$ cat src/rtl/fft_pkg.sv
// Shared types and elaboration-time helpers for the SDF FFT stage.
`default_nettype none

package fft_pkg;

   localparam int  SAMPLE_DW = 13;
   localparam real PI        = 3.14159265358979323846;

   // Stored/output complex sample: one guard bit above the input width.
   typedef struct packed {
      logic signed [SAMPLE_DW:0] re;
      logic signed [SAMPLE_DW:0] im;
   } cplx_t;

   function automatic int clog2_c(input int v);
      int r;
      r = 0;
      while ((1 << r) < v) r++;
      return r;
   endfunction

   function automatic real taylor_cos(input real x);
      real term;
      real sum;
      term = 1.0;
      sum  = 1.0;
      for (int n = 1; n < 24; n++) begin
         term = -term * x * x / ((2 * n - 1) * (2 * n));
         sum  = sum + term;
      end
      return sum;
   endfunction

   // W^k = cos(2*pi*k/n) - j*sin(2*pi*k/n), scaled so 1.0 = 2^(tw_w-2),
   // rounded to nearest with ties away from zero.
   function automatic int tw_quant(input int k, input int n, input int tw_w, input bit imag_part);
      real ang;
      real v;
      ang = 2.0 * PI * $itor(k) / $itor(n);
      v   = imag_part ? -taylor_cos(PI / 2.0 - ang) : taylor_cos(ang);
      v   = v * $itor(1 << (tw_w - 2));
      return (v >= 0.0) ? $rtoi(v + 0.5) : -$rtoi(0.5 - v);
   endfunction

endpackage

`default_nettype wire

$ cat src/rtl/fft_twiddle_rom.sv
// Combinational twiddle table W^k, k = 0..N/2-1, built at elaboration.
`default_nettype none

module fft_twiddle_rom
   import fft_pkg::*;
#(
   parameter int N    = 8,
   parameter int TW_W = 10,
   localparam int LOG2N = clog2_c(N),
   localparam int KW    = (LOG2N > 1) ? LOG2N - 1 : 1
) (
   input  logic        [KW-1:0]   k,
   output logic signed [TW_W-1:0] w_re,
   output logic signed [TW_W-1:0] w_im
);

   logic signed [TW_W-1:0] tab_re [2**KW];
   logic signed [TW_W-1:0] tab_im [2**KW];

   for (genvar i = 0; i < 2**KW; i++) begin : g_tab
      localparam logic signed [TW_W-1:0] C_RE = TW_W'(tw_quant(i, N, TW_W, 1'b0));
      localparam logic signed [TW_W-1:0] C_IM = TW_W'(tw_quant(i, N, TW_W, 1'b1));
      assign tab_re[i] = C_RE;
      assign tab_im[i] = C_IM;
   end

   assign w_re = tab_re[k];
   assign w_im = tab_im[k];

endmodule

`default_nettype wire

$ cat src/rtl/fft_sdf_stage.sv
// Single-path delay-feedback radix-2 FFT stage (butterfly + twiddle, N/2 delay).
// Optional FFT_SDF_SCALE_EN: halve butterfly sum/difference and twiddle product.
`default_nettype none

module fft_sdf_stage
   import fft_pkg::*;
#(
   parameter int DW   = SAMPLE_DW,
   parameter int N    = 8,
   parameter int TW_W = 10
) (
   input  logic                 clk,
   input  logic                 rst,
   input  logic                 in_valid,
   input  logic signed [DW-1:0] in_real,
   input  logic signed [DW-1:0] in_imag,
   output logic                 out_valid,
   output logic signed [DW:0]   out_real,
   output logic signed [DW:0]   out_imag
);

   localparam int LOG2N = clog2_c(N);
   localparam int CW    = LOG2N;
   localparam int KW    = (LOG2N > 1) ? LOG2N - 1 : 1;
   localparam int HALF  = N / 2;
   localparam int PW    = DW + TW_W + 2;

   localparam logic signed [PW-1:0] RND  = PW'(1 << (TW_W - 3));
   localparam logic signed [PW-1:0] MAXV = PW'((1 << DW) - 1);
   localparam logic signed [PW-1:0] MINV = PW'(-(1 << DW));

   if (DW != SAMPLE_DW) begin : g_dw_check
      $error("fft_sdf_stage: DW must match fft_pkg::SAMPLE_DW");
   end

   logic [CW-1:0]          cnt;
   logic                   primed;
   cplx_t                  dly [HALF];
   cplx_t                  d, sum, diff, prod, res, din;
   logic signed [DW:0]     x_re, x_im;
   logic signed [TW_W-1:0] w_re, w_im;
   logic signed [PW-1:0]   p_re, p_im;

   function automatic logic signed [DW:0] sat(input logic signed [PW-1:0] v);
      if (v > MAXV) return MAXV[DW:0];
      if (v < MINV) return MINV[DW:0];
      return v[DW:0];
   endfunction

   function automatic logic signed [DW:0] scl(input logic signed [DW:0] v);
`ifdef FFT_SDF_SCALE_EN
      return v >>> 1;
`else
      return v;
`endif
   endfunction

   fft_twiddle_rom #(.N(N), .TW_W(TW_W)) u_rom (
      .k    (cnt[KW-1:0]),
      .w_re (w_re),
      .w_im (w_im)
   );

   assign d    = dly[HALF-1];
   assign x_re = {in_real[DW-1], in_real};
   assign x_im = {in_imag[DW-1], in_imag};

   always_comb begin
      sum.re  = scl(d.re + x_re);
      sum.im  = scl(d.im + x_im);
      diff.re = scl(d.re - x_re);
      diff.im = scl(d.im - x_im);
      // Full-precision complex multiply, round half up, then narrow.
      p_re    = PW'(d.re) * PW'(w_re) - PW'(d.im) * PW'(w_im) + RND;
      p_im    = PW'(d.re) * PW'(w_im) + PW'(d.im) * PW'(w_re) + RND;
      prod.re = scl(sat(p_re >>> (TW_W - 2)));
      prod.im = scl(sat(p_im >>> (TW_W - 2)));
      if (cnt[CW-1]) begin
         res = sum;
         din = diff;
      end else begin
         res    = prod;
         din.re = x_re;
         din.im = x_im;
      end
   end

   always_ff @(posedge clk) begin
      if (rst) begin
         cnt       <= '0;
         primed    <= 1'b0;
         out_valid <= 1'b0;
         out_real  <= '0;
         out_imag  <= '0;
         for (int i = 0; i < HALF; i++) dly[i] <= '0;
      end else begin
         out_valid <= in_valid & primed;
         if (in_valid) begin
            cnt      <= cnt + CW'(1);
            out_real <= res.re;
            out_imag <= res.im;
            if (cnt == CW'(HALF - 1)) primed <= 1'b1;
            dly[0] <= din;
            for (int i = 1; i < HALF; i++) dly[i] <= dly[i-1];
         end
      end
   end

endmodule

`default_nettype wire

$ cat config.mk
export PLATFORM = sky130hd
export DESIGN_NAME = fft_sdf_stage
export DESIGN_NICKNAME = d
export VERILOG_FILES = /design/src/rtl/fft_pkg.sv /design/src/rtl/fft_twiddle_rom.sv /design/src/rtl/fft_sdf_stage.sv
export SDC_FILE = /design/constraint.sdc
export NUM_CORES = 1
export LEC_CHECK = 0
export ABC_AREA = 1
export CELL_PAD_IN_SITES_DETAIL_PLACEMENT = 1
export CELL_PAD_IN_SITES_GLOBAL_PLACEMENT = 2
export CORE_ASPECT_RATIO = 1.4
export CORE_UTILIZATION = 43
export CTS_CLUSTER_DIAMETER = 200
export DETAILED_ROUTE_END_ITERATION = 16
export GPL_ROUTABILITY_DRIVEN = 0
export GPL_TIMING_DRIVEN = 0
export PLACE_DENSITY_LB_ADDON = 0.1
export SETUP_SLACK_MARGIN = 0.02
export SLEW_MARGIN = 20
export SYNTH_ARGS = -nofsm -noshare
export SYNTH_HDL_FRONTEND = slang
export SYNTH_HIERARCHICAL = 1
export SYNTH_SLANG_ARGS = --single-unit
$ cat constraint.sdc
create_clock -name clk -period 17.73 [get_ports clk]
set_input_delay 2.6595 -clock clk [delete_from_list [all_inputs] [get_ports clk]]
set_output_delay 2.6595 -clock clk [all_outputs]
set_load 0.02 [all_outputs]
==> flow_summary.json <==
{
  "cts_buffers": 25,
  "vias": 24951,
  "clock.fmax_mhz": 107,
  "initial_utilization_pct": 43.6,
  "root_buffer": "clkbuf_16",
  "fillers": 8908,
  "cpPeakStageDelay_ns": 0.81,
  "gr-total-overflow": 0,
  "cts_hold_buf": 0,
  "die_height_um": 321,
  "ys_async_sr_fraction_pct": 0,
  "numClockSinks": 145,
  "synth-seq-area-share_pct": 12.8,
  "yosysTopAreaCellShare_pct": 38.4,
  "cts_resized": 0,
  "die_area_um2": 73900,
  "fp.coreArea_um2": 71800,
  "drt_iter0_drc": 1293,
  "min_period_ns": 9.38,
  "max-slew-margin-rel_pct": 23.7,
  "ant_nets": 0,
  "arrival_ns": 9.75,
  "dpl.hpwl_mm": 89.8,
  "cts_max_level": 4,
  "ys_ff_latch": 145,
  "grt_use_total_pct": 29.9,
  "cts_tree": "done",
  "synth.distinct_cells": 48,
  "cpMaxStageDelayCell": "fa_1",
  "netlist_top_cells_count": "1203 x inv_1, 928 x nand2_1, 600 x fa_1",
  "critPathRequiredTime_ns": 18.10,
  "syn_area_per_cell_um2": 7.91,
  "tightest_slew_ns": 1.14,
  "synth-edff-count": 112,
  "post_cts_buffers": 0,
  "wl_per_cell_um": 21.2,
  "netlist_instances": 3962,
  "synth_ff_type": "edfxtp_1",
  "drc": 0,
  "rsz0062_at_grt": "no",
  "dpl.cell_count": 4967,
  "yosysWarnings": 6,
  "drt-pass1-iter-count": 5,
  "yosys-top-cells-area": "fa_1 38%, inv_1 14%, nand2_1 11%",
  "run_status": "completed",
  "setup_viol": 0,
  "num_antenna_cells": 0,
  "numPortBuffers": 57,
  "worstSetupEndpointType": "register",
  "grt_antenna_before_repair": 1,
  "drive_gt1_share_pct": 2.47,
  "min_period_over_period_pct": 52.9,
  "worstPathMaxFanout": 10,
  "grt_max_degree": 61,
  "rows": 116,
  "grt_pass1_wl_mm": 162,
  "skew_ns": 0.0270,
  "grt_pass1_vias": 27381,
  "setup.worst_path.start_class": "register",
  "syn2layout_area_growth_pct": 7.87,
  "clock_latency_ns": 0.49,
  "finalHoldViolCount": 0,
  "ios": 58,
  "clk_path_buf_depth": 3,
  "min_path_type": "register to register",
  "final_nets": 4909,
  "synth_top_cell_by_area": "fa_1",
  "setup_tns_ns": 0,
  "crit_type": "register to register",
  "maxCapViolCount": 0,
  "via_per_inst": 4.99,
  "die_x_um": 230,
  "yosysMostFrequentCell": "inv_1",
  "synth_area_um2": 31300,
  "instances_no_fill": 5000,
  "clkSlewWorstSetupHoldPaths_ns": 0.06,
  "slew_violations": 0,
  "drt_wl_total_mm": 106
}
-- state kept, by name, summed over array words and instances (netlist names) --
register,flops
out_real,14
dly,112
out_valid,1
primed,1
out_imag,14
cnt,3
-- worst max-delay path, delay by kind of cell (launching register included) --
kind                     cells  cell delay, ns
AND/OR/NAND/NOR             12            1.98
buffers and inverters        7            1.66
flip-flops                   1            0.65
AO/OA/AOI/OAI                1            0.34
adder cells (fa/ha/maj)      9            4.62
-- final timing paths --
kind,startpoint,end,slack [ns],depth (start not counted)
min,primed,out_valid,0.45,2
max,cnt[0],out_real[1],8.35,29
min reg2reg,primed,out_valid,0.45,2
max reg2reg,cnt[0],out_real[1],8.35,29
-- layout make-up --
class | instances | area (µm²) | area share (%)
multi-input combinational | 2435 | 22000 | 65.1
inverter | 1206 | 4530 | 13.4
sequential | 145 | 4020 | 11.9
tap | 944 | 1180 | 3.50
buffer | 179 | 779 | 2.31
clock buffer | 30 | 654 | 1.94
timing repair buffer | 58 | 598 | 1.77
clock inverter | 3 | 12.5 | 0.0370
-- metrics by stage --
| step | area (µm²) | utilization, % | setup slack (ns) | hold WS (ns) |
|---|---|---|---|---|
| 2_1_floorplan | 31300 | - | 10.71 | 0.416 |
| 3_3_place_gp | 33100 | 46.0 | 8.59 | 0.434 |
| 3_5_place_dp | 33100 | 46.1 | 8.52 | 0.437 |
| 4_1_cts | 33800 | 47.0 | 8.50 | 0.444 |
| 5_1_grt | 33800 | 47.0 | 7.95 | 0.472 |
| 6_report | 33800 | 47.0 | 8.35 | 0.448 |
-- logic make-up after synthesis --
group / Yosys count / synth area share [%]
AO/OA/AOI/OAI: 252 / 4.53
AND/OR/NAND/NOR: 1281 / 16.2
flip-flops: 145 / 12.8
other: 1 / 0.0120
buffers and inverters: 1385 / 16.9
XOR/XNOR: 68 / 1.90
adder cells (fa/ha/maj): 830 / 47.5
-- cell usage in the layout (no fill, tap or decap), types with 3 or more instances in the layout --
cell type	instances
a31oi_1	8
o211ai_1	4
nand2_2	4
inv_1	1202
clkbuf_16	25
o31ai_1	3
inv_2	3
nor4_1	3
a21oi_1	122
o21ai_1	3
o21ai_0	71
xnor2_1	25
buf_1	18
conb_1	4
a21o_1	9
o2111ai_1	3
buf_4	22
ha_1	230
xor2_1	43
o21bai_1	13
buf_2	12
fa_1	600
clkdlybuf4s50_1	57
nand3_1	80
a21boi_0	3
nor2_1	205
dfxtp_1	33
clkbuf_1	128
nor3_1	10
edfxtp_1	112
nand3b_1	5
nand2_1	928
nand4_1	20
or2_2	19
-- routing by layer --
metal	up-vias	routed length, µm	GRT usage, %
li1	11480	-	-
met1	12815	40600	34.2
met2	451	56800	55.7
met3	203	2880	2.38
met4	2	5630	14.4
met5	-	13	0
Power is not shown: default switching activity piles up to over one toggle a cycle in this logic, so the estimate is an artifact.
